<file path="config.mk">
export PLATFORM = sky130hd
export DESIGN_NAME = result_pair_aligner
export DESIGN_NICKNAME = d
export VERILOG_FILES = /design/src/rtl/result_pair_aligner.sv
export SDC_FILE = /design/constraint.sdc
export NUM_CORES = 1
export LEC_CHECK = 0
export CORE_MARGIN = 8
export CORE_UTILIZATION = 45
export DETAILED_ROUTE_END_ITERATION = 7
export HOLD_SLACK_MARGIN = 0.15
export PLACE_DENSITY_LB_ADDON = 0.1
export SETUP_SLACK_MARGIN = 0.5
export SYNTH_ARGS = -nofsm -noshare
export SYNTH_HDL_FRONTEND = slang
export SYNTH_SLANG_ARGS = --single-unit
</file>
<file path="constraint.sdc">
create_clock -name clk -period 5.3 [get_ports clk]
set_clock_uncertainty 0.1 [all_clocks]
set_input_delay 0.53 -clock clk [delete_from_list [all_inputs] [get_ports clk]]
set_output_delay 0.53 -clock clk [all_outputs]
set_load 0.05 [all_outputs]
</file>
<file path="src/rtl/result_pair_aligner.sv">
// Pairs the golden (expected) and DUT (actual) ciphertext streams in arrival order,
// absorbing latency skew in two FIFOs and presenting one registered pair at a time.
module result_pair_aligner #(
  parameter int DW    = 128,
  parameter int DEPTH = 4,
  parameter int CNT_W = 16
) (
  input  logic             clk,
  input  logic             rst_n,
  input  logic             clr,
  input  logic             exp_valid,
  output logic             exp_ready,
  input  logic [DW-1:0]    exp_data,
  input  logic             act_valid,
  input  logic [DW-1:0]    act_data,
  output logic             pair_valid,
  input  logic             pair_ready,
  output logic [DW-1:0]    pair_exp,
  output logic [DW-1:0]    pair_act,
  output logic             pair_match,
  output logic [CNT_W-1:0] pair_idx,
  output logic [CNT_W-1:0] mismatch_cnt,
  output logic             act_ovf
);

  localparam int AW = $clog2(DEPTH);
  localparam logic [AW:0] PTR_ONE = 1;
  localparam logic [CNT_W-1:0] CNT_ONE = 1;
  localparam logic [CNT_W-1:0] CNT_MAX = '1;

  logic [DW-1:0] exp_mem [DEPTH];
  logic [DW-1:0] act_mem [DEPTH];

  logic [AW:0]      exp_wr_q, exp_wr_d, exp_rd_q, exp_rd_d;
  logic [AW:0]      act_wr_q, act_wr_d, act_rd_q, act_rd_d;
  logic             pair_valid_q, pair_valid_d;
  logic [DW-1:0]    pair_exp_q, pair_exp_d;
  logic [DW-1:0]    pair_act_q, pair_act_d;
  logic             pair_match_q, pair_match_d;
  logic [CNT_W-1:0] pair_idx_q, pair_idx_d;
  logic [CNT_W-1:0] mismatch_cnt_q, mismatch_cnt_d;
  logic             act_ovf_q, act_ovf_d;

  logic          exp_full, exp_empty, act_full, act_empty;
  logic          exp_wr, act_wr, load, accept;
  logic [DW-1:0] exp_head, act_head;

  // Extra pointer MSB separates full (lower bits equal, MSB differs) from empty.
  assign exp_full  = (exp_wr_q[AW-1:0] == exp_rd_q[AW-1:0]) && (exp_wr_q[AW] != exp_rd_q[AW]);
  assign exp_empty = (exp_wr_q == exp_rd_q);
  assign act_full  = (act_wr_q[AW-1:0] == act_rd_q[AW-1:0]) && (act_wr_q[AW] != act_rd_q[AW]);
  assign act_empty = (act_wr_q == act_rd_q);

  assign exp_head = exp_mem[exp_rd_q[AW-1:0]];
  assign act_head = act_mem[act_rd_q[AW-1:0]];

  assign exp_ready = !exp_full;
  assign exp_wr    = exp_valid && !exp_full && !clr;
  assign act_wr    = act_valid && !act_full && !clr;
  assign accept    = pair_valid_q && pair_ready;
  assign load      = !exp_empty && !act_empty && (!pair_valid_q || pair_ready);

  always_ff @(posedge clk) begin
    if (exp_wr) exp_mem[exp_wr_q[AW-1:0]] <= exp_data;
    if (act_wr) act_mem[act_wr_q[AW-1:0]] <= act_data;
  end

  always_comb begin
    exp_wr_d       = exp_wr_q;
    exp_rd_d       = exp_rd_q;
    act_wr_d       = act_wr_q;
    act_rd_d       = act_rd_q;
    pair_valid_d   = pair_valid_q;
    pair_exp_d     = pair_exp_q;
    pair_act_d     = pair_act_q;
    pair_match_d   = pair_match_q;
    pair_idx_d     = pair_idx_q;
    mismatch_cnt_d = mismatch_cnt_q;
    act_ovf_d      = act_ovf_q;

    if (clr) begin
      exp_wr_d       = '0;
      exp_rd_d       = '0;
      act_wr_d       = '0;
      act_rd_d       = '0;
      pair_valid_d   = 1'b0;
      pair_exp_d     = '0;
      pair_act_d     = '0;
      pair_match_d   = 1'b0;
      pair_idx_d     = '0;
      mismatch_cnt_d = '0;
      act_ovf_d      = 1'b0;
    end else begin
      if (exp_wr) exp_wr_d = exp_wr_q + PTR_ONE;
      if (act_wr) act_wr_d = act_wr_q + PTR_ONE;
      if (act_valid && act_full) act_ovf_d = 1'b1;

      if (accept) begin
        pair_valid_d = 1'b0;
        pair_idx_d   = pair_idx_q + CNT_ONE;
        if (!pair_match_q && mismatch_cnt_q != CNT_MAX)
          mismatch_cnt_d = mismatch_cnt_q + CNT_ONE;
      end

      // Match is taken from the same heads that are captured, keeping flag and data coherent.
      if (load) begin
        exp_rd_d     = exp_rd_q + PTR_ONE;
        act_rd_d     = act_rd_q + PTR_ONE;
        pair_valid_d = 1'b1;
        pair_exp_d   = exp_head;
        pair_act_d   = act_head;
        pair_match_d = (exp_head == act_head);
      end
    end
  end

  always_ff @(posedge clk or negedge rst_n) begin
    if (!rst_n) begin
      exp_wr_q       <= '0;
      exp_rd_q       <= '0;
      act_wr_q       <= '0;
      act_rd_q       <= '0;
      pair_valid_q   <= 1'b0;
      pair_exp_q     <= '0;
      pair_act_q     <= '0;
      pair_match_q   <= 1'b0;
      pair_idx_q     <= '0;
      mismatch_cnt_q <= '0;
      act_ovf_q      <= 1'b0;
    end else begin
      exp_wr_q       <= exp_wr_d;
      exp_rd_q       <= exp_rd_d;
      act_wr_q       <= act_wr_d;
      act_rd_q       <= act_rd_d;
      pair_valid_q   <= pair_valid_d;
      pair_exp_q     <= pair_exp_d;
      pair_act_q     <= pair_act_d;
      pair_match_q   <= pair_match_d;
      pair_idx_q     <= pair_idx_d;
      mismatch_cnt_q <= mismatch_cnt_d;
      act_ovf_q      <= act_ovf_d;
    end
  end

  assign pair_valid   = pair_valid_q;
  assign pair_exp     = pair_exp_q;
  assign pair_act     = pair_act_q;
  assign pair_match   = pair_match_q;
  assign pair_idx     = pair_idx_q;
  assign mismatch_cnt = mismatch_cnt_q;
  assign act_ovf      = act_ovf_q;

endmodule

</file>
==> run summary, run 1 <==
Most common cell in the netlist = edfxtp_1
Minimum clock period after layout = 4.22 ns
Worst path arrival time = 4.77 ns
Outcome = completed
Synth Warn # = 0
IO Count = 554
VDD IR-drop max = 0.312 mV
P&R area growth vs syn = 24.0%
Post-CTS Hold Fix Bufs = 2
Post-Syn Instances = 2874
CTS root buffer = clkbuf_16
Final Setup Violations = 0
Mapped Nets = 3148
Unique cell type count in the Yosys netlist = 36
GRT Total Usage = 24.4%
Setup crit end kind = register
Post-route ant nets = 0
Register area share after synthesis = 75.6%
Slew @ Worst Pin = 1.10 ns
Post-synth EDFFs = 1024
Largest net degree at the start of global routing = 156
Reg2reg path depth = 8
Iteration count of the initial detailed-routing pass = 5
FP Rows = 123
Die area = 124000 sq um
Fin Hold WS = 0.239 ns
Leak pwr = 21.2 nW
Unrepaired setup endpoints after global routing = no
Initial antenna violation count = 61
Maximum fanout along the worst path = 46
Core Footprint = 112000 sq um
First-pass GRT wire length = 216000 microns
Max Slew Vio Count = 0
CTS Buf Count = 141
Asr flop ratio synth = 22.8%
Port Buffers = 553
Vias = 28568
Avg Cell Area, Syn = 17.6 sq um
Worst-path clk slew = 0.06 ns
Slew Limit Headroom = 26.7%
Buffer count from post-CTS setup fixing = 0
Wirelength per Cell = 29.6 microns
Hold Vio Cnt, Final = 0
CTS tree = built
Longest Clk Path Bufs = 3
FF+latch count, synth = 1327
# nets final = 3758
Tcrit/Tclk final = 79.7%
F_max = 0.237 GHz
DP Wirelength = 104000 microns
Die span in x = 352 microns
DRT iter0 DRCs = 2534
GR Overflow Total = 0
Most frequent cells after synthesis = 1024 x edfxtp_1, 539 x nand2_1, 303 x dfrtp_1, 267 x a21oi_1, 256 x mux4_2
Worst reg2reg path endpoint = pair_match
Fraction of layout cells with a size suffix above 1 = 15.2%
GPL Wtd Cong = 0.809
Routed wire length = 152000 microns
Startpoint types = register
Synthesized area = 50700 sq um
Residual DRC = 0
Worst path required time = 5.85 ns
Finished Layout Cells = 5132
Worst R2R Start = exp_rd_q[1]
Placed cells = 4839
Worst hold path type = in -> async
Vias in the first global route = 29690
Synth top area share = 60.6%
TritonCTS sink count = 1327
Vias per cell = 5.57
R2R setup slack = 1.08 ns
CP Class = reg -> reg
Largest area contributor in the netlist = edfxtp_1
Setup Total Neg Slack = 0 ns
Top FF cell, synth = edfxtp_1
Total power density per cell area = 494 nW/um^2
Max_cap viols = 0
Clk Latency, worst-skew pair = 0.74 ns
Initial Util = 45.2%
Die height = 352 microns
Post-CTS sizing = 0
Top cells by area, synth = edfxtp_1 61%, dfrtp_1 15%, mux4_2 11%
Number of H-tree levels = 4
[layer usage]
layer | vias up | wire [microns] | track usage [%]
met3 | 226 | 13900 | 8.14
met5 | - | 209 | 0
li1 | 12175 | - | -
met1 | 15035 | 62100 | 32.7
met4 | 32 | 4040 | 7.95
met2 | 1100 | 71800 | 37.9
[cell usage in the layout (no fill, tap or decap), drive strengths merged, types with 11 or more instances in the layout]
cell / synthesis / layout
xnor2: 50 / 50
edfxtp: 1024 / 1024
clkbuf: 75 / 212
clkdlybuf4s50: 0 / 551
xor2: 118 / 118
inv: 9 / 14
nor4: 26 / 26
a21oi: 267 / 267
buf: 76 / 65
dfrtp: 303 / 303
nor2: 46 / 46
nand4: 21 / 21
and2: 11 / 11
mux4: 256 / 256
ha: 12 / 12
clkinv: 0 / 37
nand2: 539 / 539
nand3: 13 / 13
diode: 0 / 27
[sequential cells by signal (all words and copies together) (netlist names)]
signal	count
act_mem	512
act_ovf	1
act_rd_q	3
act_wr_q	3
exp_mem	512
exp_rd_q	3
exp_wr_q	3
mismatch_cnt	16
pair_act	128
pair_exp	128
pair_idx	16
pair_match	1
pair_valid	1
[stage by stage]
| step | utilization (%) | instance area [sq um] | power, W | setup slack [ns] |
|---|---|---|---|---|
| 6_report | 56.0 | 62900 | 0.0310 | 1.08 |
| 5_1_grt | 56.0 | 62800 | 0.0322 | 0.821 |
| 4_1_cts | 56.0 | 62800 | 0.0314 | 0.989 |
| 3_5_place_dp | 51.8 | 58200 | 0.0216 | 0.964 |
| 3_3_place_gp | 51.8 | 58200 | 0.0215 | 1.02 |
| 2_1_floorplan | - | 50700 | 0.0183 | 0.551 |
[logic make-up (layout without fill, tap and decap cells)]
kind of cell,Yosys count,after routing,share of synthesized area [%]
XOR/XNOR,168,168,2.90
adder cells (fa/ha/maj),12,12,0.296
other,0,27,0
AND/OR/NAND/NOR,670,670,5.39
multiplexers,259,259,11.4
AO/OA/AOI/OAI,278,278,2.80
buffers and inverters,160,891,1.60
flip-flops,1327,1327,75.6
[worst max path at each step]
stage	from	end	slack [ns]
finish	exp_rd_q[1]	pair_match	1.08
global route	exp_rd_q[0]	pair_match	0.82
CTS	exp_rd_q[1]	pair_match	0.99
detailed placement	exp_rd_q[1]	pair_match	0.96
global placement	exp_rd_q[0]	pair_match	1.02
floorplan	act_rd_q[0]	act_mem[0][0]	0.55
[cell type report]
type                       count  area [sq um]
sequential                  1327         38300
clock inverter                52           438
antenna                       27          67.6
fill                        8582         49300
timing repair buffer         618          6330
multi-input combinational   1387         11600
clock buffer                 212          4180
tap                         1500          1880
inverter                       9          33.8
[worst max-delay path: stages (launching register included)]
cell	delay, ns
dfrtp_4	0.97
buf_4	0.54
mux4_2	0.41
xor2_1	0.23
nor4_1	0.51
nand4_1	0.25
nor4_2	0.45
nand4_1	0.34
o31ai_2	0.26
[where the power goes]
group          internal [W]  switching (W)  leakage [nW]  total, W
clock               0.00575        0.00397          2.27   0.00973
sequential           0.0120       0.000603          13.5    0.0126
combinational       0.00309        0.00561          5.50   0.00871
total                0.0208         0.0102          21.2    0.0310
Note: power is estimated with default switching activity, not from simulation.
==> run 2: changes to the inputs <==
==> constraint.sdc (replaced) <==
create_clock -name clk -period 4.13 [get_ports clk]
set_clock_uncertainty 0.1 [all_clocks]
set_input_delay 0.413 -clock clk [delete_from_list [all_inputs] [get_ports clk]]
set_output_delay 0.413 -clock clk [all_outputs]
set_load 0.05 [all_outputs]
==> run summary, run 2 (synthesis results as in run 1) <==
Die height = 352 microns (unchanged)
Worst path arrival time = 4.02 ns (was 4.77 ns)
CP top delay family = buffers and inverters (was simple AND/OR/NAND/NOR gates)
Net Sw Frac = 32.4% (was 32.8%)
Commonest non-fill, non-tap cells in the layout = 1024 x edfxtp_1, 551 x clkdlybuf4s50_1, 539 x nand2_1 (unchanged)
DP Wirelength = 104000 microns (about the same)
Max Slew Vio Count = 0 (unchanged)
Port Buffers = 553 (unchanged)
Layout Utilization = 56.8% (was 56.0%)
Maximum fanout along the worst path = 20 (was 46)
Iteration count of the initial detailed-routing pass = 5 (unchanged)
Die area = 124000 sq um (unchanged)
Worst hold path type = in -> async (unchanged)
GPL Wtd Cong = 0.791 (was 0.809)
Die span in x = 352 microns (unchanged)
Core Footprint = 112000 sq um (unchanged)
Clk Latency, worst-skew pair = 0.74 ns (about the same)
Finished Layout Cells = 5154 (was 5132)
CP max-delay cell = mux4_2 (was dfrtp_4)
CP Class = reg -> reg (unchanged)
Minimum clock period after layout = 3.49 ns (was 4.22 ns)
Clock group share of total power = 32.4% (was 31.4%)
DR WL met2 = 72700 microns (was 71800 microns)
Residual DRC = 0 (unchanged)
Longest Clk Path Bufs = 3 (unchanged)
Max_cap viols = 0 (unchanged)
Outcome = completed (unchanged)
Largest net degree at the start of global routing = 135 (was 156)
Fraction of layout cells with a size suffix above 1 = 16.2% (was 15.2%)
Initial Util = 45.2% (unchanged)
Power share of the combinational group = 28.2% (was 28.1%)
Commonest non-fill, non-tap cell in the layout = edfxtp_1 (unchanged)
Worst path max stage delay = 0.63 ns (was 0.97 ns)
Hold Vio Cnt, Final = 0 (unchanged)
Placed cells = 4864 (was 4839)
CTS Buf Count = 139 (was 141)
Worst-path clk slew = 0.06 ns (about the same)
Initial antenna violation count = 50 (was 61)
CTS root buffer = clkbuf_16 (unchanged)
Routed wire length = 152000 microns (about the same)
GR Overflow Total = 0 (unchanged)
Critical-path cell list = buf_4 -> buf_6 -> mux4_2 -> xor2_1 -> nor4_1 -> buf_4 -> nand4_1 -> o31ai_2 (was buf_4 -> mux4_2 -> xor2_1 -> nor4_1 -> nand4_1 -> nor4_2 -> nand4_1 -> o31ai_2)
Vias per cell = 5.59 (was 5.57)
Slew @ Worst Pin = 0.893 ns (was 1.10 ns)
Wirelength per Cell = 29.4 microns (was 29.6 microns)
Startpoint types = register (unchanged)
Vias = 28786 (was 28568)
Tcrit/Tclk final = 84.5% (was 79.7%)
Final Setup Violations = 0 (unchanged)
Post-route ant nets = 0 (unchanged)
IO Count = 554 (unchanged)
Cell Int Power = 0.0276 W (was 0.0208 W)
Met3 Wirelength = 13100 microns (was 13900 microns)
Worst path required time = 4.66 ns (was 5.85 ns)
Leak pwr = 21.6 nW (was 21.2 nW)
Worst path bufs/invs = 3 (was 1)
Setup Total Neg Slack = 0 ns (unchanged)
VDD IR-drop max = 0.523 mV (was 0.312 mV)
Slew Limit Headroom = 40.5% (was 26.7%)
CTS tree = built (unchanged)
Number of H-tree levels = 4 (unchanged)
GRT Total Usage = 24.3% (was 24.4%)
Power Total = 0.0408 W (was 0.0310 W)
M1 WL = 62500 microns (was 62100 microns)
Vias in the first global route = 29953 (was 29690)
First-pass GRT wire length = 216000 microns (about the same)
P&R area growth vs syn = 25.7% (was 24.0%)
P_sw = 0.0132 W (was 0.0102 W)
Crit path top cell by count = buf_4 (was nand4_1)
# nets final = 3788 (was 3758)
Sequential Power Share = 39.3% (was 40.6%)
DRT iter0 DRCs = 2520 (was 2534)
Setup crit end kind = register (unchanged)
Total power density per cell area = 640 nW/um^2 (was 494 nW/um^2)
DR top layer = met5 (unchanged)
TritonCTS sink count = 1327 (unchanged)
Unrepaired setup endpoints after global routing = no (unchanged)
FP Rows = 123 (unchanged)
F_max = 0.286 GHz (was 0.237 GHz)
## run 2: routing by layer
layer / track usage, % / vias to the layer above
met5: 0 / -
met4: 6.08 / 32
met3: 6.93 / 210
met2: 38.8 / 1003
met1: 33.1 / 15298
li1: - / 12243
## run 2: per-stage QoR
stage / hold slack (ns) / area, sq um / setup WS [ns]
after floorplan: 0.0174 / 50700 / 0.815
after global placement: 0.412 / 58600 / 0.234
after detailed placement: 0.414 / 58600 / 0.212
after CTS: 0.151 / 63600 / 0.528
after global routing: 0.183 / 63700 / 0.518
final: 0.189 / 63700 / 0.639
## run 2: final timing paths
path / slack, ns / cells past startpoint / end / startpoint
max: 0.64 / 8 / pair_match / act_rd_q[0]
min: 0.19 / 2 / pair_exp[99] / rst_n
max reg2reg: 0.64 / 8 / pair_match / act_rd_q[0]
min reg2reg: 0.42 / 2 / pair_exp[105] / pair_exp[105]
max in group asynchronous: 2.64 / 3 / pair_exp[113] / rst_n
min in group clk: 0.21 / 1 / act_mem[3][52] / act_data[52]
## run 2: power groups by stage
stage                     Clock, W  Combinational [W]  Sequential [W]
after floorplan                  0            0.00519          0.0182
after global placement           0             0.0115          0.0163
after detailed placement         0             0.0116          0.0163
after CTS                   0.0135             0.0116          0.0161
after global routing        0.0140             0.0122          0.0161
final                       0.0132             0.0115          0.0161
## run 2: timing repair
action / 4_1_cts / 5_1_grt
endpoints found under the setup margin: 1 / 1
buffers inserted: 0 / 1
endpoints found under the hold margin: 180 / 0
hold buffers: 7 / 0
resized for setup: 5 / 4
gates cloned: 0 / 1
pin swaps: 0 / 1
## run 2: cell type report
class                      count  area [sq um]
tap                         1500          1880
clock buffer                 191          3970
sequential                  1327         38300
timing repair buffer         650          6900
inverter                       9          33.8
multi-input combinational   1387         11600
fill                        8536         48500
clock inverter                66           910
antenna                       24          60.1
